[src/rtl/control_pkg.sv]
// Shared definitions for the opcode decoder and the control pipeline.
// The bundle widths, control bit positions and bubble constants live here.
package control_pkg;

    localparam int WB_W   = 2;
    localparam int MEM_W  = 3;
    localparam int CALC_W = 4;

    localparam int REG_WRITE_BIT   = 0;
    localparam int MEM_TO_REG_BIT  = 1;
    localparam int MEM_READ_BIT    = 0;
    localparam int MEM_WRITE_BIT   = 1;
    localparam int BYTE_ACCESS_BIT = 2;

    typedef struct packed {
        logic              valid;
        logic [WB_W-1:0]   wb;
        logic [MEM_W-1:0]  mem;
        logic [CALC_W-1:0] calc;
    } ex_stage_t;

    typedef struct packed {
        logic             valid;
        logic [WB_W-1:0]  wb;
        logic [MEM_W-1:0] mem;
    } mem_stage_t;

    typedef struct packed {
        logic            valid;
        logic [WB_W-1:0] wb;
    } wb_stage_t;

    // A bubble carries no valid bit and no control bits.
    localparam ex_stage_t  EX_BUBBLE  = '0;
    localparam mem_stage_t MEM_BUBBLE = '0;
    localparam wb_stage_t  WB_BUBBLE  = '0;

    function automatic mem_stage_t ex_to_mem(input ex_stage_t ex);
        mem_stage_t result;
        result.valid = ex.valid;
        result.wb    = ex.wb;
        result.mem   = ex.mem;
        return result;
    endfunction

    function automatic wb_stage_t mem_to_wb(input mem_stage_t mem);
        wb_stage_t result;
        result.valid = mem.valid;
        result.wb    = mem.wb;
        return result;
    endfunction

endpackage

[src/rtl/control_pipeline_sat_counter.sv]
// Saturating up-counter used to count retired instructions.
// The count holds at all-ones instead of wrapping.
module sat_counter #(
    parameter int WIDTH = 8
) (
    input  logic             clk,
    input  logic             resetN,
    input  logic             inc,
    output logic [WIDTH-1:0] count
);

    localparam logic [WIDTH-1:0] MAX_COUNT = '1;
    localparam logic [WIDTH-1:0] ONE       = {{(WIDTH-1){1'b0}}, 1'b1};

    always_ff @(posedge clk or negedge resetN) begin
        if (!resetN) begin
            count <= '0;
        end else if (inc && (count != MAX_COUNT)) begin
            count <= count + ONE;
        end
    end

endmodule

[src/rtl/control_pipeline.sv]
// Carries decoded control bundles from decode through execute, memory-access
// and write-back, with stall bubbles, flush squashing and a retired count.
module control_pipeline
    import control_pkg::*;
#(
    parameter int COUNT_WIDTH = 8
) (
    input  logic                   clk,
    input  logic                   resetN,
    input  logic [WB_W-1:0]        writeBackControl,
    input  logic [MEM_W-1:0]       memAccessControl,
    input  logic [CALC_W-1:0]      calculationControl,
    input  logic                   inValid,
    input  logic                   stall,
    input  logic                   flush,
    output logic                   inReady,
    output logic [CALC_W-1:0]      exCalculationControl,
    output logic                   exValid,
    output logic [MEM_W-1:0]       memControl,
    output logic                   memValid,
    output logic [WB_W-1:0]        wbControl,
    output logic                   wbValid,
    output logic                   loadUseHazard,
    output logic [COUNT_WIDTH-1:0] retiredCount
);

    ex_stage_t  ex_q;
    mem_stage_t mem_q;
    wb_stage_t  wb_q;
    ex_stage_t  ex_next;

    // An empty decode slot enters as an all-zero bubble so control bits never leak.
    always_comb begin
        ex_next = EX_BUBBLE;
        if (inValid) begin
            ex_next.valid = 1'b1;
            ex_next.wb    = writeBackControl;
            ex_next.mem   = memAccessControl;
            ex_next.calc  = calculationControl;
        end
    end

    // Write-back always advances so the instruction in memory-access completes;
    // flush takes priority over stall for the two younger stages.
    always_ff @(posedge clk or negedge resetN) begin
        if (!resetN) begin
            ex_q  <= EX_BUBBLE;
            mem_q <= MEM_BUBBLE;
            wb_q  <= WB_BUBBLE;
        end else begin
            wb_q <= mem_to_wb(mem_q);
            if (flush) begin
                ex_q  <= EX_BUBBLE;
                mem_q <= MEM_BUBBLE;
            end else if (stall) begin
                mem_q <= MEM_BUBBLE;
            end else begin
                ex_q  <= ex_next;
                mem_q <= ex_to_mem(ex_q);
            end
        end
    end

    assign inReady              = !stall && !flush;
    assign exCalculationControl = ex_q.calc;
    assign exValid              = ex_q.valid;
    assign memControl           = mem_q.mem;
    assign memValid             = mem_q.valid;
    assign wbControl            = wb_q.wb;
    assign wbValid              = wb_q.valid;
    assign loadUseHazard        = ex_q.valid && ex_q.mem[MEM_READ_BIT];

    sat_counter #(
        .WIDTH(COUNT_WIDTH)
    ) retired_counter (
        .clk   (clk),
        .resetN(resetN),
        .inc   (wb_q.valid),
        .count (retiredCount)
    );

endmodule
[config.mk]
export PLATFORM = sky130hd
export DESIGN_NAME = control_pipeline
export DESIGN_NICKNAME = d
export VERILOG_FILES = /design/src/rtl/control_pkg.sv /design/src/rtl/control_pipeline_sat_counter.sv /design/src/rtl/control_pipeline.sv
export SDC_FILE = /design/constraint.sdc
export NUM_CORES = 1
export LEC_CHECK = 0
export ABC_CLOCK_PERIOD_IN_PS = 1600
export CAP_MARGIN = 40
export CORE_MARGIN = 2
export CORE_UTILIZATION = 45
export CTS_BUF_LIST = sky130_fd_sc_hd__clkbuf_4 sky130_fd_sc_hd__clkbuf_8 sky130_fd_sc_hd__clkbuf_16
export CTS_CLUSTER_SIZE = 20
export DETAILED_ROUTE_END_ITERATION = 6
export MAX_ROUTING_LAYER = met4
export PLACE_DENSITY = 0.78
export SYNTH_ARGS = -nofsm -noshare
export SYNTH_HDL_FRONTEND = slang
export SYNTH_HIERARCHICAL = 1
export SYNTH_SLANG_ARGS = --single-unit
[constraint.sdc]
create_clock -name clk -period 1.6 [get_ports clk]
set_clock_uncertainty 0.1 [all_clocks]
set_input_delay 0.16 -clock clk [delete_from_list [all_inputs] [get_ports clk]]
set_output_delay 0.16 -clock clk [all_outputs]
set_load 0.05 [all_outputs]
==> reports/qor.txt <==
status = completed
Yosys cell types = 32
Setup crit start kind = primary input
# H-tree levels = 1
LEAKAGE = 0.701 nW
# diodes = 0
DR vias = 851
worst-margin pin slew = 0.506 ns
Root Driver = clkbuf_4
Mapped Cells = 88
first-pass GRT wire length = 3320 µm
Arrival @ worst endpoint = 1.23 ns
post-synth net total = 103
Die Wd = 54.1 µm
Post-Synthesis Cell Area = 1130 µm²
aggregate global-route resource usage = 0.164
Tcrit/Tclk final = 0.931
Final Util = 0.626
post-place setup slack = 0.0812 ns
layout cell share with drive strength beyond 1 = 0.387
number of fill cells = 214
final global-route overflow total = 0
clock sink count = 27
final period demand of the worst path = 1.49 ns
design area = 1520 µm²
sequential cell area = 687 µm²
first-pass iteration count of the detailed router = 4
CTS tree = yes
number of remaining DRC errors = 0
WHS = 0.107 ns
area leader, netlist = dfrtp_1
GP Congestion = 0.670
row count = 18
Seq/Total Area, Yosys = 0.599
clock-pin slew on the worst setup and hold paths = 0.13 ns
Setup CP Type = primary input to output port
Max clock buf depth = 2
layout net count = 140
area of the multi-input gates = 394 µm²
Synth area leaders = dfrtp_1, a32o_1, buf_4
hpwl dp = 1530 µm
Fin. Hold Viols = 0
Syn Area/Cell = 12.8 µm²
initial antenna violation count = 0
Final WS setup = 0.110 ns
I/O pin cnt = 36
pin count of the biggest net entering global routing = 28
worst-path maximum fanout = 7
Synthesis Warnings = 6
Hold Crit Class = primary input to async pin
CP Data Required Time = 1.34 ns
1st-iter DRT viols = 15
Inserted Clock Buffers = 3
final setup vio count = 0
WL per Instance = 14.3 µm
final WL = 2200 µm
VDD IR-drop max = 0.754 mV
die height = 54.1 µm
RSZ-0062 raised after global routing = false
Hold Buf Count CTS = 0
Starting Density = 0.463
DR vias/cell = 5.53
Post-DRT Antenna Nets = 0
port buffer count = 35
clk_lat worst skew = 0.31 ns
CORE AREA = 2430 µm²
Max-Cap Viols = 0
Resized cells post-CTS = 0
Total Neg Setup Slack = 0 ns
highest clock rate = 671 MHz
Critical Path Sink Type = output port
Synth-to-Final Area Change = 35.0%
die area = 2920 µm²
Synth Register Bits = 27
Pwr Density = 1020 nW/µm²
number of global-route vias before repair = 798
Final Max Tran Viols = 0
placed cell area = 1470 µm²
top cell type's share of synthesized area = 0.599
Max transition margin = 0.662
==> synth_stat cells (all sizes together) <==
cell and n:
a21boi 1, ha 1, xnor2 1, buf 8
xor2 1, and3 1, dfrtp 27, nand3 3
and2 7, o21a 1, mux2i 1, o21ai 1
a311oi 1, nor2 3, nand4 1, a32o 7
nor3 1, nor2b 1, clkbuf 1, nand3b 2
mux2 2, and2b 1, a21oi 4, a31oi 2
o211ai 1, a41oi 2, and4 1, inv 2
nand2 3
==> cell usage in the layout (no fill, tap or decap), types with 2 or more instances in the layout <==
cell and n:
buf_4 26, dfrtp_1 18, clkdlybuf4s50_1 13, dfrtp_2 9
and2_1 7, a32o_1 7, a21oi_1 4, clkbuf_4 4
nor2_1 3, nand2_1 3, nand3b_1 2, inv_1 2
buf_12 2, nand3_1 2, a31oi_1 2, a41oi_1 2
==> report_power, final <==
group / switching, mW / total, mW / internal, mW
clock network: 0.182 / 0.296 / 0.114
registers: 0.0706 / 0.812 / 0.741
logic: 0.272 / 0.447 / 0.175
==> flip-flops by register name, indices dropped and copies added, names as in the netlist <==
register / flops
wbControl: 2
memControl: 3
mem_q: 2
exValid: 1
retired_counter/count: 8
ex_q: 5
exCalculationControl: 4
memValid: 1
wbValid: 1
==> cells by family after synthesis <==
logic type,count (synthesis),synth area share
xor+xnor,2,0.0155
flops,27,0.599
mux,3,0.0322
fa+ha+maj,1,0.0111
simple gates,24,0.132
buf+inv,11,0.0621
compound gates,20,0.148
==> what timing repair did <==
item	CTS	global route
setup buffers	0	3
endpoints found under the hold margin	0	0
endpoints found under the setup margin	0	1
==> final cells by class <==
| type | instances | area share |
|---|---|---|
| multi-input cells | 50 | 0.259 |
| flip-flops and latches | 27 | 0.451 |
| repair buffers | 41 | 0.240 |
| clock buffers | 4 | 0.0197 |
| well taps | 30 | 0.0247 |
| inverters | 2 | 0.00493 |
==> per-layer routing <==
layer  track usage  vias to the layer above  share of wire
met1         0.179                      425           0.40
li1              -                      386              -
met5             -                        -              0
met2         0.299                       40           0.53
met3        0.0250                        0          0.072
met4        0.0625                        0              0
==> per-stage QoR <==
step                cells  power (mW)
global route          154        1.63
CTS                   151        1.55
finish                154        1.56
global placement      147        1.23
detailed placement    147        1.25
floorplan              88        1.08
==> worst paths after layout <==
path                                           from                       end  slack (ns)  cells after the start
max in group asynchronous                    resetN  retired_counter/count[0]        1.02                      2
max reg2reg                retired_counter/count[0]  retired_counter/count[1]        0.12                      4
min                                          resetN  retired_counter/count[6]        0.11                      2
max                                           flush                   inReady        0.11                      3
min reg2reg                                mem_q[4]              wbControl[1]        0.26                      0
min in group clk                           mem_q[4]              wbControl[1]        0.26                      0
==> worst max-delay path: stages <==
cell and delay [ns]:
clkdlybuf4s50_1 0.45, nor2_1 0.42, buf_12 0.20
(Power assumes the default switching activity.)
==> RTL edit 1: new RTL, config.mk and constraints unchanged <==
`COUNT_WIDTH`: 8 -> 10.
--- a/src/rtl/control_pipeline.sv
+++ b/src/rtl/control_pipeline.sv
@@ -4,5 +4,5 @@
     import control_pkg::*;
 #(
-    parameter int COUNT_WIDTH = 8
+    parameter int COUNT_WIDTH = 10
 ) (
     input  logic                   clk,
Ports: changed (resized retiredCount); port bits go from 36 to 38. No check against the original RTL was run, so the function may have changed too.
==> RTL edit 1 against the original RTL <==
  * Maximum frequency decreased by 6.6%
  * Combinational power up 22%
  * Setup slack worse by 100 ps
  * First-iteration DRC count increased to 2.7 times the old value
  * Sequential cell count rose by 2
  * Power up 30%
  * Routed wire length up 15%
  * Sequential share of layout area shrank 3.4 points
  * Synthesized area rose by 8.1%
  * Critical path depth rose by 2
  * Final area increased by 16%
  * Count of clock-buffer cells in the layout grew 3
  * Cell count grew 16%
  * Largest power group unchanged
==> RTL edit 1: results (changes against the original RTL) <==
- Status: finished, final reports clean
- CP Launch Type: flip-flop
- Register area share after synthesis: 59.5% (-0.39 points)
- Top reg by flops: retired_counter/count
- Initial antenna violation count: 0 (unchanged)
- Drt wl/cell: 14.1 um (-1.2%)
- Yosys cell types: 32 (unchanged)
- NumNets Final: 163 (+16%)
- Leakage: 0.844 nW (+20%)
- Depth of the CTS H-tree: 2 (+1)
- Number of flip-flops in the largest register: 10 (+2)
- Ys Warns: 6 (unchanged)
- Port bufs: 37 (+5.7%)
- VDD IR max: 0.00128 V (+69%)
- Final Wtd Congestion: 0.809 (+21%)
- Sw Ratio: 30.0% (-3.7 points)
- DRT Pass-1 Iters: 4 (unchanged)
- Post-DP HPWL: 1880 um (+23%)
- # diodes: 0 (unchanged)
- Worst hold-check path type: input pin to asynchronous set/reset pin
- Largest area contributor in the netlist: dfrtp_1
- Relative slew slack: 66.4% (+0.27 points)
- TritonCTS buffer count: 5 (+2)
- Critical path fanouts, max: 3 (-4)
- Pre-CTS setup slack: -21.1 ps (-102 ps)
- Gr usage total: 19.2% (+2.8 points)
- Skew-Pair Late Insertion Delay: between 300 and 400 ps
- Top FF cell, synth: dfrtp_1
- Post-synth EDFFs: 0 (unchanged)
- Clock transition at path regs: 80 ps (-50 ps)
- FFs w/ async S/R, synth: 100% (unchanged)
- Cells taking the most area after synthesis: dfrtp_1 60%, a32o_1 5.7%, buf_4 4.3%
- Synth cell count leaders: 29 x dfrtp_1, 7 x a32o_1, 7 x and2_1, 7 x buf_4, 7 x nor2_1
- Max clock buf depth: 2 (unchanged)
- Synth Net Count: 115 (+12%)
- Average vias per placed instance: 5.32 (-3.8%)
- Root Buffer: clkbuf_4
- Largest net degree at the start of global routing: 30 (+7.1%)
- Reg-to-reg startpoint: retired_counter/count[1]
- Share of layout cells above drive strength 1: 43.0% (+4.2 points)
- DRT iter0 DRCs: 40 (+25)
- Vias in the first global route: 993 (+24%)
- Global-route wire length before repair: 4430 um (+33%)
- WP data arrival: 1700 ps (+470 ps)
## RTL edit 1: power by group through the flow
stage	clock network [mW]	registers, mW	logic [mW]
2_1_floorplan	0	1.01	0.135
3_3_place_gp	0	0.858	0.488
3_5_place_dp	0	0.865	0.506
4_1_cts	0.653	0.852	0.540
5_1_grt	0.690	0.862	0.584
6_report	0.629	0.853	0.544
## RTL edit 1: kinds of logic (layout without fill, tap and decap cells)
| group | Yosys count | count (layout) | share of synthesized area, % |
|---|---|---|---|
| buffers and inverters | 10 | 59 | 5.44 |
| multiplexers | 4 | 4 | 3.90 |
| AO/OA/AOI/OAI | 14 | 14 | 8.83 |
| adder cells (fa/ha/maj) | 1 | 1 | 1.03 |
| flip-flops | 29 | 29 | 59.5 |
| XOR/XNOR | 4 | 4 | 2.88 |
| AND/OR/NAND/NOR | 38 | 38 | 18.4 |
## RTL edit 1: final timing paths
check | slack (ps) | endpoint | cells after the start
setup reg to reg | 6 | retired_counter/count[1] | 5
max in group asynchronous | 1000 | retired_counter/count[7] | 2
hold reg to reg | 260 | wbControl[0] | 0
setup / recovery | 6 | retired_counter/count[1] | 5
min in group clk | 260 | wbControl[0] | 0
hold / removal | 110 | retired_counter/count[2] | 2
## RTL edit 1: timing repair
item | CTS | global route
resized for setup | 2 | 2
endpoints found under the setup margin | 1 | 3
hold endpoints to repair | 0 | 0
setup buffers | 3 | 0
hold buffers | 0 | 0
pin swaps | 6 | 4
## RTL edit 1: through the flow
| stage | power [mW] | area (um2) | std cells | hold slack (ps) |
|---|---|---|---|---|
| final | 2.03 | 1770 | 179 | 112 |
| after detailed placement | 1.37 | 1640 | 168 | 240 |
| after global routing | 2.13 | 1770 | 179 | 113 |
| after global placement | 1.35 | 1640 | 168 | 233 |
| after CTS | 2.05 | 1760 | 179 | 98.5 |
| after floorplan | 1.15 | 1240 | 100 | -236 |
## RTL edit 1: area by class of cell
cell class / instances / area [um2]
repair buffers: 50 / 445
well taps: 30 / 37.5
flip-flops and latches: 29 / 737
multi-input cells: 61 / 453
clock buffers: 7 / 58.8
clock inverters: 1 / 30.0
fillers: 192 / 757
inverters: 1 / 3.75
## RTL edit 1: routing by layer
layer | routed length (um) | up-vias | part of all wire, % | global-route usage (%)
met3 | 211 | 4 | 8.3 | 5.12
li1 | - | 442 | - | -
met1 | 1010 | 457 | 40 | 21.2
met2 | 1290 | 49 | 51 | 30.4
met4 | 19 | 0 | 0.75 | 12.6
met5 | 0 | - | 0 | -
## RTL edit 1: worst max-delay path: stages, from the launching register on
cell and delay, ps:
dfrtp_2 390, ha_4 150, nand3_2 70, or3_4 390, nand2_4 70, mux2_4 300
==> RTL edit 2: new RTL, same settings <==
Without the edit above. Reset style: synchronous (`resetN`), changed in 2 clocked blocks.
--- a/src/rtl/control_pipeline_sat_counter.sv
+++ b/src/rtl/control_pipeline_sat_counter.sv
@@ -13,5 +13,5 @@
     localparam logic [WIDTH-1:0] ONE       = {{(WIDTH-1){1'b0}}, 1'b1};
 
-    always_ff @(posedge clk or negedge resetN) begin
+    always_ff @(posedge clk) begin
         if (!resetN) begin
             count <= '0;
--- a/src/rtl/control_pipeline.sv
+++ b/src/rtl/control_pipeline.sv
@@ -43,5 +43,5 @@
     // Write-back always advances so the instruction in memory-access completes;
     // flush takes priority over stall for the two younger stages.
-    always_ff @(posedge clk or negedge resetN) begin
+    always_ff @(posedge clk) begin
         if (!resetN) begin
             ex_q  <= EX_BUBBLE;
Check against the original RTL: differs if resetN is asserted again (counterexample within 4 cycles, from zero or initial values and one cycle with resetN low); with resetN held inactive, the same outputs for 10 cycles.
==> RTL edit 2 against the original RTL <==
  * Via count rose by 7.2%
  * Register-to-register slack got worse by 20 ps
  * Routed wire length fell by 5.2%
  * First-iteration DRC count rose by 47%
  * Synthesized area fell by 2.2%
  * Sequential cell count did not move
  * Synthesized cell count rose by 35%
  * Critical endpoint is now retired_counter/count[6]
  * Final area fell by 5.2%
  * Setup slack got worse by 13 ps
Power is not compared: it rests on default switching activity, and its combinational part moved more than twofold at a synthesized area within 25%.
==> RTL edit 2: results (changes against the original RTL) <==
- Status: finished, final reports clean
- TritonCTS buffer count: 3 (unchanged)
- Crit-path max cell delay: 410 ps (-40 ps)
- Met2 track demand over resource: 26.5% (-3.3 points)
- Critical path fanouts, max: 6 (-1)
- NumNets Final: 164 (+17%)
- Mean Syn Cell Area: 9.26 um2 (-28%)
- Max Used Layer: met4
- Final Wtd Congestion: 0.822 (+23%)
- Area fraction in compound gates after synthesis: 12.6% (-2.2 points)
- GRT met3 Usage: 2.54% (+0.042 points)
- CP delay by family, top: simple AND/OR/NAND/NOR gates
- CP Launch Type: flip-flop
- Largest net degree at the start of global routing: 15 (-46%)
- Synth cell count leaders: 27 x dfxtp_1, 15 x nand2_1, 14 x a21oi_1, 10 x and2_1, 9 x nand3b_1
- Met1 usage: 20.0% (+2.1 points)
- Global-route wire length before repair: 3370 um (+1.7%)
- R2r setup slk: 100 ps (-20 ps)
- Hold path cells: 3
- FFs w/ async S/R, synth: 0% (-100 points)
- Vias in the first global route: 834 (+4.5%)
- Yosys cell types: 27 (-16%)
- Cells taking the most area after synthesis: dfxtp_1 49%, a21oi_1 6.4%, nand3b_1 6.1%
- Worst hold-check path type: input pin to flip-flop
- Non-clk buf share: 23.2% (-0.77 points)
- Crit-path slowest cell: or4_1
- Post-synthesis mux area share: 2.72% (-0.49 points)
- WP data arrival: 1640 ps (+410 ps)
- DRT iter0 DRCs: 22 (+7)
- Post-CTS Repair Setup Buffers: 0 (unchanged)
- Relative slew slack: 74.7% (+8.5 points)
- DR WL met3: 112 um (-29%)
- Multi-input gate share of total cell area: 33.2% (+7.3 points)
- Met2 wire length: 975 um (-16%)
- Bufs w/o clock: 37 (-9.8%)
- Num sequential: 27 (unchanged)
- Footprint of the multi-input gates: 479 um2 (+22%)
- Reg-to-reg startpoint: retired_counter/count[0]
- DIE AREA: 0.00286 mm2 (-2.0%)
- Post-Layout Cell Count: 176 (+14%)
- Share of layout cells above drive strength 1: 27.0% (-12 points)
- Gr usage total: 16.9% (+0.46 points)
- Synth Net Count: 134 (+30%)
- Multi-input comb cells: 78 (+56%)
- Filler Cell Count: 208 (-2.8%)
- Average vias per placed instance: 5.18 (-6.2%)
- Top FF cell, synth: dfxtp_1
- Placed inst area: 0.00141 mm2 (-4.0%)
- Met1 wire length: 966 um (+9.3%)
- Final WL: 2090 um (-5.2%)
- Reg area: 556 um2 (-19%)
- Post-synthesis xor/xnor area fraction: 0% (-1.6 points)
- Skew-Pair Late Insertion Delay: approximately 320 ps
- Clock buf/inv share: 2.08% (+0.11 points)
- # diodes: 0 (unchanged)
- Post-DP HPWL: 1570 um (+2.7%)
- DP Cell Count: 172 (+17%)
- Register area share after synthesis: 49.0% (-11 points)
==> RTL edit 2: changes by cell type in the layout (fill, tap and decap cells not counted), sizes merged, moves of 3 or more <==
cell | before | now
a21oi | 4 | 14
and2 | 7 | 10
dfxtp | 0 | 27
buf | 28 | 24
nand3b | 2 | 9
nand2 | 3 | 15
a32o | 7 | 0
dfrtp | 27 | 0
==> RTL edit 2: final timing paths <==
| path | end |
|---|---|
| worst max register to register | retired_counter/count[6] |
| worst min register to register | wbControl[1] |
| worst max-delay path | retired_counter/count[6] |
| worst min-delay path | exCalculationControl[0] |
==> RTL edit 2: stage by stage <==
stage	hold slack (ps)	worst slack (ps)
after floorplan	182	46.7
after global placement	314	121
after detailed placement	322	105
after CTS	311	77.6
after global routing	305	14.0
final	308	97.0
==> RTL edit 2: report_power, final <==
part	internal (mW)	switching (mW)	total, mW
clock	0.114	0.190	0.304
combinational	0.0528	0.0516	0.104
sequential	0.675	0.00376	0.679
